File: src/rtl/lcd_timing_gen_if.sv
// Panel-side raster outputs of lcd_timing_gen: pixel enable, coordinates, syncs and frame markers.
// The generator drives the master side; pixel-colour generators and pin drivers use the slave side.
interface lcd_timing_gen_if;
    logic        DEN;
    logic [10:0] X;
    logic [10:0] Y;
    logic        HSYNC_N;
    logic        VSYNC_N;
    logic        LINE_END;
    logic        FRAME_START;
    logic [15:0] FRAME_CNT;

    modport master (
        output DEN, X, Y, HSYNC_N, VSYNC_N, LINE_END, FRAME_START, FRAME_CNT
    );

    modport slave (
        input DEN, X, Y, HSYNC_N, VSYNC_N, LINE_END, FRAME_START, FRAME_CNT
    );
endinterface

File: src/rtl/lcd_timing_gen.sv
// Free-running raster timing generator for a parallel RGB LCD.
// Every output is a registered decode of the current (hcnt, vcnt) position.
module lcd_timing_gen #(
    parameter int unsigned LCD_WIDTH  = 480,
    parameter int unsigned LCD_HEIGHT = 280,
    parameter int unsigned H_FP       = 8,
    parameter int unsigned H_SYNC     = 4,
    parameter int unsigned H_BP       = 43,
    parameter int unsigned V_FP       = 4,
    parameter int unsigned V_SYNC     = 4,
    parameter int unsigned V_BP       = 12
) (
    input  logic             CLK,
    input  logic             nRST,
    lcd_timing_gen_if.master lcd
);

    // Both totals must fit the 11-bit counters (<= 2048).
    localparam int unsigned H_TOTAL = LCD_WIDTH + H_FP + H_SYNC + H_BP;
    localparam int unsigned V_TOTAL = LCD_HEIGHT + V_FP + V_SYNC + V_BP;

    localparam logic [10:0] HLast    = 11'(H_TOTAL - 1);
    localparam logic [10:0] VLast    = 11'(V_TOTAL - 1);
    // Window bounds are kept 12 bits wide so an end bound of 2048 cannot alias to 0.
    localparam logic [11:0] HActive  = 12'(LCD_WIDTH);
    localparam logic [11:0] VActive  = 12'(LCD_HEIGHT);
    localparam logic [11:0] HSyncLo  = 12'(LCD_WIDTH + H_FP);
    localparam logic [11:0] HSyncHi  = 12'(LCD_WIDTH + H_FP + H_SYNC);
    localparam logic [11:0] VSyncLo  = 12'(LCD_HEIGHT + V_FP);
    localparam logic [11:0] VSyncHi  = 12'(LCD_HEIGHT + V_FP + V_SYNC);

    logic [10:0] hcnt_q, hcnt_d;
    logic [10:0] vcnt_q, vcnt_d;
    logic        den_q, den_d;
    logic [10:0] x_q, x_d;
    logic [10:0] y_q, y_d;
    logic        hsync_n_q, hsync_n_d;
    logic        vsync_n_q, vsync_n_d;
    logic        line_end_q, line_end_d;
    logic        frame_start_q, frame_start_d;
    logic [15:0] frame_cnt_q, frame_cnt_d;

    logic [11:0] h_ext;
    logic [11:0] v_ext;
    logic        line_wrap;

    always_comb begin
        line_wrap = (hcnt_q == HLast);
        hcnt_d    = line_wrap ? 11'd0 : hcnt_q + 11'd1;
        vcnt_d    = vcnt_q;
        if (line_wrap) begin
            vcnt_d = (vcnt_q == VLast) ? 11'd0 : vcnt_q + 11'd1;
        end
    end

    always_comb begin
        h_ext         = {1'b0, hcnt_q};
        v_ext         = {1'b0, vcnt_q};
        den_d         = (h_ext < HActive) && (v_ext < VActive);
        x_d           = den_d ? hcnt_q : 11'd0;
        y_d           = den_d ? vcnt_q : 11'd0;
        hsync_n_d     = !((h_ext >= HSyncLo) && (h_ext < HSyncHi));
        vsync_n_d     = !((v_ext >= VSyncLo) && (v_ext < VSyncHi));
        line_end_d    = line_wrap;
        frame_start_d = (hcnt_q == 11'd0) && (vcnt_q == 11'd0);
        frame_cnt_d   = frame_start_d ? frame_cnt_q + 16'd1 : frame_cnt_q;
    end

    // Asynchronous clear truncates any sync pulse in progress and restarts the raster at (0,0).
    always_ff @(posedge CLK or negedge nRST) begin
        if (!nRST) begin
            hcnt_q        <= 11'd0;
            vcnt_q        <= 11'd0;
            den_q         <= 1'b0;
            x_q           <= 11'd0;
            y_q           <= 11'd0;
            hsync_n_q     <= 1'b1;
            vsync_n_q     <= 1'b1;
            line_end_q    <= 1'b0;
            frame_start_q <= 1'b0;
            frame_cnt_q   <= 16'd0;
        end else begin
            hcnt_q        <= hcnt_d;
            vcnt_q        <= vcnt_d;
            den_q         <= den_d;
            x_q           <= x_d;
            y_q           <= y_d;
            hsync_n_q     <= hsync_n_d;
            vsync_n_q     <= vsync_n_d;
            line_end_q    <= line_end_d;
            frame_start_q <= frame_start_d;
            frame_cnt_q   <= frame_cnt_d;
        end
    end

    assign lcd.DEN         = den_q;
    assign lcd.X           = x_q;
    assign lcd.Y           = y_q;
    assign lcd.HSYNC_N     = hsync_n_q;
    assign lcd.VSYNC_N     = vsync_n_q;
    assign lcd.LINE_END    = line_end_q;
    assign lcd.FRAME_START = frame_start_q;
    assign lcd.FRAME_CNT   = frame_cnt_q;

endmodule

File: src/flat_wrapper.sv
// flat-port wrapper written by rule: the top's interface ports become plain ports
module lcd_timing_gen_flat 
#(
    parameter int unsigned LCD_WIDTH  = 480,
    parameter int unsigned LCD_HEIGHT = 280,
    parameter int unsigned H_FP       = 8,
    parameter int unsigned H_SYNC     = 4,
    parameter int unsigned H_BP       = 43,
    parameter int unsigned V_FP       = 4,
    parameter int unsigned V_SYNC     = 4,
    parameter int unsigned V_BP       = 12
)
  (CLK, nRST, lcd_DEN, lcd_X, lcd_Y, lcd_HSYNC_N, lcd_VSYNC_N, lcd_LINE_END, lcd_FRAME_START, lcd_FRAME_CNT);
  lcd_timing_gen_if lcd_i ();
  input  logic CLK;
  input  logic nRST;
  output wire logic [$bits(lcd_i.DEN)-1:0] lcd_DEN;
  output wire logic [$bits(lcd_i.X)-1:0] lcd_X;
  output wire logic [$bits(lcd_i.Y)-1:0] lcd_Y;
  output wire logic [$bits(lcd_i.HSYNC_N)-1:0] lcd_HSYNC_N;
  output wire logic [$bits(lcd_i.VSYNC_N)-1:0] lcd_VSYNC_N;
  output wire logic [$bits(lcd_i.LINE_END)-1:0] lcd_LINE_END;
  output wire logic [$bits(lcd_i.FRAME_START)-1:0] lcd_FRAME_START;
  output wire logic [$bits(lcd_i.FRAME_CNT)-1:0] lcd_FRAME_CNT;
  assign lcd_DEN = lcd_i.DEN;
  assign lcd_X = lcd_i.X;
  assign lcd_Y = lcd_i.Y;
  assign lcd_HSYNC_N = lcd_i.HSYNC_N;
  assign lcd_VSYNC_N = lcd_i.VSYNC_N;
  assign lcd_LINE_END = lcd_i.LINE_END;
  assign lcd_FRAME_START = lcd_i.FRAME_START;
  assign lcd_FRAME_CNT = lcd_i.FRAME_CNT;
  lcd_timing_gen #(.LCD_WIDTH(LCD_WIDTH), .LCD_HEIGHT(LCD_HEIGHT), .H_FP(H_FP), .H_SYNC(H_SYNC), .H_BP(H_BP), .V_FP(V_FP), .V_SYNC(V_SYNC), .V_BP(V_BP)) u_core (.CLK(CLK), .nRST(nRST), .lcd(lcd_i));
endmodule
File: config.mk
export PLATFORM = sky130hd
export DESIGN_NAME = lcd_timing_gen_flat
export DESIGN_NICKNAME = d
export VERILOG_FILES = /design/src/rtl/lcd_timing_gen_if.sv /design/src/rtl/lcd_timing_gen.sv /design/src/flat_wrapper.sv
export SDC_FILE = /design/constraint.sdc
export NUM_CORES = 1
export LEC_CHECK = 0
export ABC_AREA = 1
export BUFFER_PORTS_ARGS = -buffer_cell sky130_fd_sc_hd__buf_2
export CORE_MARGIN = 2
export CORE_UTILIZATION = 45
export DETAILED_ROUTE_END_ITERATION = 7
export REMOVE_ABC_BUFFERS = 1
export SETUP_SLACK_MARGIN = 0.05
export SLEW_MARGIN = 20
export SYNTH_ARGS = -nofsm -noshare
export SYNTH_HDL_FRONTEND = slang
export SYNTH_SLANG_ARGS = --single-unit
File: constraint.sdc
create_clock -name CLK -period 3.4 [get_ports CLK]
set_clock_uncertainty 0.05 [all_clocks]
set_input_delay 0.34 -clock CLK [delete_from_list [all_inputs] [get_ports CLK]]
set_output_delay 0.34 -clock CLK [all_outputs]
set_load 0.02 [all_outputs]
==> results of run 1 <==
-- how the worst min path moves through the flow --
stage                       endpoint  depth (start not counted)  slack, ns
global placement    u_core.hcnt_q[0]                          1       0.42
finish              u_core.hcnt_q[0]                          1       0.45
global route        u_core.hcnt_q[0]                          1       0.48
CTS                  u_core.lcd.Y[6]                          1       0.16
floorplan           u_core.hcnt_q[0]                          0     -0.006
detailed placement  u_core.hcnt_q[0]                          1       0.44
-- power by group --
| group | total [mW] | switching (mW) | internal, mW |
|---|---|---|---|
| clock | 0.678 | 0.279 | 0.399 |
| sequential | 0.776 | 0.000497 | 0.776 |
| combinational | 0.0240 | 0.0194 | 0.00465 |
| total | 1.48 | 0.299 | 1.18 |
-- final cells by class --
cell class / instances / share of cell area [%]
clock inverters: 2 / 0.925
inverters: 45 / 4.53
well taps: 99 / 3.27
repair buffers: 48 / 6.74
multi-input cells: 284 / 36.9
flip-flops and latches: 65 / 43.0
clock buffers: 14 / 4.56
-- cell usage after synthesis, drive strengths merged --
master  instances  area, sq um
nand2         122          463
dfrtp          63         1580
nor2           62          280
inv            45          171
nand3          32          170
nand4          14         87.6
o21ai          14         70.1
xor2           13          114
buf             8         66.3
nor3            8         45.0
ha              6         75.1
xnor2           4         35.0
dfstp           2         52.6
nand3b          2         15.0
nor3b           2         20.0
and2            1         8.76
conb            1         3.75
-- worst register-to-register path, stage by stage (launching register included) --
cell and delay (ns):
dfrtp_1 0.41, inv_1 0.13, ha_1 0.20, nand3_1 0.10
nor3_2 0.46, buf_4 0.28, inv_2 0.09, nand2_1 0.06
o21ai_1 0.06
-- kinds of logic (layout without fill, tap and decap cells) --
| family | Yosys count | in the layout |
|---|---|---|
| buffers and inverters | 53 | 109 |
| XOR/XNOR | 17 | 17 |
| AND/OR/NAND/NOR | 243 | 243 |
| flip-flops | 65 | 65 |
| adder cells (fa/ha/maj) | 6 | 6 |
| other | 1 | 4 |
| AO/OA/AOI/OAI | 14 | 14 |
-- state kept, by name (all words and copies together), names as in the netlist --
name                    flops
u_core.hcnt_q              11
u_core.lcd.HSYNC_N          1
u_core.lcd.Y               11
u_core.lcd.FRAME_CNT       16
u_core.lcd.X               11
u_core.lcd.LINE_END         1
u_core.vcnt_q              11
u_core.lcd.VSYNC_N          1
u_core.lcd.DEN              1
u_core.lcd.FRAME_START      1
-- routing by layer --
layer	global-route usage (%)	part of all wire, %
met5	0	0
met4	7.46	1.2
met3	4.06	4.2
met2	29.4	46
met1	25.4	49
==> key figures, run 1 <==
Worst setup path
  • Critical-path top delay cell: nor3_2
  • Critical path required time: 3.58 ns
  • Critical setup path kind: flop to flop
  • CP Launch Point: u_core.hcnt_q[0]
  • Stages on worst setup path: 8
  • Critical Path End Type: flop
  • Worst R2R Setup Slack: between 1 and 1.5 ns
  • Worst R2R Path Depth: 8
  • CP Launch Type: flop
  • WP data arrival: roughly 2.1 ns
  • Reg2reg start: u_core.hcnt_q[0]
  • Crit-path cells: inv_1 -> ha_1 -> nand3_1 -> nor3_2 -> buf_4 -> inv_2 -> nand2_1 -> o21ai_1
  • Slowest cell delay on critical path: 0.46 ns
  • End of the worst register-to-register path: u_core.vcnt_q[6]
  • CP bufs+invs: 3
  • CP endpoint: u_core.vcnt_q[6]
  • Critical path peak fanout: 12
  • Cell family with the largest share of critical-path delay: simple AND/OR/NAND/NOR gates

Yosys
  • Yosys reg bits: 65
  • Syn Inst Count: 399
  • Simple-gate portion of the synthesized area: roughly 33%
  • Compound-cell area share of the yosys netlist: ~2.2%
  • Mux cell area share after synthesis: 0%
  • Synth Area in XOR/XNOR: ~4.6%
  • Post-Syn Area per Cell: ~8.2 sq um
  • Post-synthesis adder-cell area fraction: 2.31%
  • Yosys Warn Count: 0
  • Largest family of logic cells by synthesized area: simple AND/OR/NAND/NOR gates
  • Distinct cells, synth: 28
  • Cell area after synthesis: 3250 sq um
  • Seq/Total Area, Yosys: between 50% and 60%

Die
  • Placeable Area: around 7100 sq um
  • Rows: 31
  • Initial core utilization: a little under half
  • Die Wd: 89.0 um
  • Die ar.: between 7000 and 8000 sq um
  • Boundary pin count: 45
  • Die Y: 89.0 um

Power and ir drop
  • Leak: around 2.0 nW
  • Power per cell area: between 300 and 400 nW/um^2
  • VDD IR max: between 0.0002 and 0.00025 V
  • Tot Pwr: approximately 1.5 mW

Placement
  • # port buffers: 44
  • GPL Wtd Cong: 0.821
  • Dpl cells: 540
  • Area post-placement: 3570 sq um
  • DPL Wire Length: roughly 4900 um
  • Setup WS pre-CTS: about 1.5 ns

Clock tree
  • Reg clk slew, reported paths: 0.07 ns
  • H-tree Lvls: 3
  • Post-CTS setup buffer count: 0
  • CTS tree: yes
  • Clock Path Buffers: 2
  • Post-CTS sizing: 0
  • Post-CTS Hold Buffers: 0
  • Clock sinks: 65
  • Worst skew pair latency: around 0.34 ns
  • Clk root buf: clkbuf_8
  • TritonCTS Buffers: 9

Finish
  • Synthesis-to-layout area growth: 16.3%
  • Finished Layout Cells: about 560
  • Leading cell types in the layout, fill and taps excluded: 120 x nand2_1, 63 x dfrtp_1, 47 x nor2_1
  • Footprint of the multi-input gates: roughly 1400 sq um
  • # nets final: approximately 460
  • Commonest non-fill, non-tap cell in the layout: nand2_1
  • N_diodes: 0
  • Share of layout cells above drive strength 1: about a fifth
  • Final Cell Area: 3790 sq um
  • Post-layout util: roughly 53%
  • Seq. cell area: between 1500 and 2000 sq um
  • Layout fillers: roughly 730

Timing
  • Hold WS: between 0.4 and 0.5 ns
  • RSZ-0062 raised after global routing: false
  • Setup violators final: 0
  • F_max: around 520 MHz
  • Final worst-path cycle share: a little under three fifths
  • Fin crit period: between 1.5 and 2 ns
  • Final hold vios: 0
  • Max Slew Vio Count: 0
  • Setup TNS: 0 ns
  • Tightest Pin Transition: roughly 0.57 ns
  • Final worst slack: around 1.5 ns
  • Max-slew headroom: between 60% and 70%

Detailed routing
  • Final WL: about 6800 um
  • Vias post-DR: 2655
  • Residual DRC count: 0
  • Via density: 4.77
  • Final antenna-violating net count: 0
  • 1st-pass router iterations: 4
  • WL per Instance: 12.2 um
  • Initial DRC Count: 116

Global route
  • Vias in the first global route: between 2000 and 2500
  • Initial antenna violation count: 0
  • Overflow after GRT: 0
  • Largest net degree at the start of global routing: between 40 and 50
  • GRT Total Usage: between 10% and 20%
  • First-pass GRT wire length: ~11000 um

Run status
  • Status: finished clean

Hold path
  • Hold Path Class: flop to flop
  • Worst Hold Launch: u_core.hcnt_q[0]

Job
  • Max Cap Viol: 0
Note: power is estimated with default switching activity, not from simulation.
==> inputs of run 2 (changes only) <==
clock period = 2 ns   (was 3.4 ns; I/O delays follow)
==> run 2 against run 1 <==
Final area rose by 0.33%. Non-clock buffer count rose by 2. Via count fell by 0.68%. Clock power rose by 62%. Worst hold slack got worse by 0.072 ns. Wire length fell by 2.2%. Power rose by 67%. Worst setup slack got worse by 1.1 ns. Critical path type unchanged. Largest power group unchanged.
==> key figures, run 2 (synthesis gave the netlist of run 1 again) <==
Finish
  • Share of layout cells above drive strength 1: 20.7% (was 20.3%)
  • N_diodes: 0 (unchanged)
  • # nets final: 463 (was 461)
  • Final Cell Area: 3800 sq um (was 3790 sq um)
  • Commonest non-fill, non-tap cell in the layout: nand2_1 (unchanged)
  • Leading cell types in the layout, fill and taps excluded: 120 x nand2_1, 63 x dfrtp_1, 47 x nor2_1 (unchanged)
  • Synthesis-to-layout area growth: 16.7% (was 16.3%)
  • Post-layout util: 53.2% (was 53.1%)
  • Number of flip-flops under the largest register name: 16 (unchanged)

Worst setup path
  • Critical setup path kind: flop to flop (unchanged)
  • CP Launch Point: u_core.hcnt_q[0] (unchanged)
  • Critical Path End Type: flop (unchanged)
  • CP endpoint: u_core.lcd.FRAME_CNT[3] (was u_core.vcnt_q[6])
  • Reg2reg start: u_core.hcnt_q[0] (unchanged)
  • Worst R2R Path Depth: 6 (was 8)
  • Critical path peak fanout: 16 (was 12)
  • End of the worst register-to-register path: u_core.lcd.FRAME_CNT[3] (was u_core.vcnt_q[6])
  • Critical path required time: 2.16 ns (was 3.58 ns)
  • WP data arrival: 1.82 ns (was 2.11 ns)
  • Worst R2R Setup Slack: 0.34 ns (was 1.47 ns)
  • CP Launch Type: flop (unchanged)

Detailed routing
  • Wl on met1: 3190 um (was 3320 um)
  • Residual DRC count: 0 (unchanged)
  • Final WL: 6670 um (was 6820 um)
  • WL per Instance: 11.9 um (was 12.2 um)
  • Met2 WL: 3110 um (was 3120 um)
  • DR WL met3: 279 um (was 289 um)
  • Highest routed metal layer: met4 (unchanged)
  • Final antenna-violating net count: 0 (unchanged)
  • Initial DRC Count: 126 (was 116)
  • Via density: 4.73 (was 4.77)
  • Vias post-DR: 2637 (was 2655)
  • 1st-pass router iterations: 4 (unchanged)

Global route
  • Initial antenna violation count: 0 (unchanged)
  • GRT Total Usage: 18.7% (about the same)
  • Largest net degree at the start of global routing: 30 (was 47)
  • Overflow after GRT: 0 (unchanged)
  • First-pass GRT wire length: 11400 um (was 11500 um)
  • Vias in the first global route: 2443 (was 2471)

Die
  • Placeable Area: 7140 sq um (unchanged)
  • Die Wd: 89.0 um (unchanged)
  • Boundary pin count: 45 (unchanged)
  • Die ar.: 7930 sq um (unchanged)
  • Die Y: 89.0 um (unchanged)
  • Initial core utilization: 45.6% (unchanged)
  • Rows: 31 (unchanged)

Clock tree
  • Clock sinks: 65 (unchanged)
  • Clock Path Buffers: 2 (unchanged)
  • TritonCTS Buffers: 9 (unchanged)
  • Worst skew pair latency: 0.33 ns (was 0.34 ns)
  • Reg clk slew, reported paths: 0.07 ns (about the same)
  • Post-CTS setup buffer count: 0 (unchanged)
  • CTS tree: yes (unchanged)
  • H-tree Lvls: 3 (unchanged)
  • Clk root buf: clkbuf_8 (unchanged)

Hold path
  • Hold Path Class: primary input to async pin (was flop to flop)

Timing
  • Setup violators final: 0 (unchanged)
  • Setup TNS: 0 ns (unchanged)
  • Tightest Pin Transition: 0.646 ns (was 0.574 ns)
  • Final worst-path cycle share: 82.9% (was 56.9%)
  • Hold WS: 0.378 ns (was 0.450 ns)
  • Final hold vios: 0 (unchanged)
  • F_max: 603 MHz (was 517 MHz)
  • RSZ-0062 raised after global routing: false (unchanged)
  • Max-slew headroom: 56.9% (was 61.7%)
  • Max Slew Vio Count: 0 (unchanged)
  • Fin crit period: 1.66 ns (was 1.93 ns)

Power and ir drop
  • Leak: 2.00 nW (was 1.99 nW)
  • VDD IR max: 0.000282 V (was 0.000233 V)
  • Power per cell area: 649 nW/um^2 (was 390 nW/um^2)

Run status
  • Status: finished clean (unchanged)

Placement
  • Area post-placement: 3590 sq um (was 3570 sq um)
  • DPL Wire Length: 4970 um (was 4940 um)
  • GPL Wtd Cong: 0.879 (was 0.821)
  • # port buffers: 44 (unchanged)

Job
  • Max Cap Viol: 0 (unchanged)
==> run 2: area by class of cell <==
type	instances	area, sq um
Sequential cell	65	1630
Fill cell	736	3340
Tap cell	99	124
Inverter	45	171
Clock inverter	3	40.0
Clock buffer	12	155
Multi-Input combinational cell	284	1400
Timing Repair Buffer	50	280
==> run 2: per-stage QoR <==
stage	setup slack, ns	cells	total power [mW]
after floorplan	0.150	394	1.35
after global placement	0.369	542	1.39
after detailed placement	0.322	542	1.39
after CTS	0.320	558	2.50
after global routing	0.146	558	2.56
final	0.342	558	2.46
==> run 2: critical path: stages (launching register included) <==
cell	delay [ns]
dfrtp_1	0.41
inv_1	0.13
ha_1	0.17
nor3b_2	0.19
nand3_2	0.13
nor2_4	0.34
o21ai_0	0.13
==> run 2: timing repair <==
action	in CTS	in global routing
resized for setup	0	0
hold buffers	1	0
endpoints found under the hold margin	24	0
==> run 2: worst min-delay path by stage <==
stage               cells after the start  startpoint               end  slack [ns]
finish                                  2        nRST   u_core.lcd.Y[9]        0.38
global route                            2        nRST   u_core.lcd.Y[9]        0.45
CTS                                     2        nRST   u_core.lcd.Y[9]        0.40
detailed placement                      1        nRST   u_core.lcd.Y[9]        0.22
global placement                        1        nRST   u_core.lcd.Y[9]        0.21
floorplan                               0        nRST  u_core.hcnt_q[0]       -0.15
==> run 2: layer usage <==
metal	vias to the layer above	global-route usage, %
li1	1367	-
met3	8	3.69
met2	57	29.6
met1	1205	25.0
met5	-	0
met4	0	8.01
==> run 2: where the power goes <==
part           switching [mW]  total (mW)  internal [mW]
Sequential           0.000765        1.32           1.32
Clock                   0.468        1.10          0.633
Combinational          0.0330      0.0430        0.00994
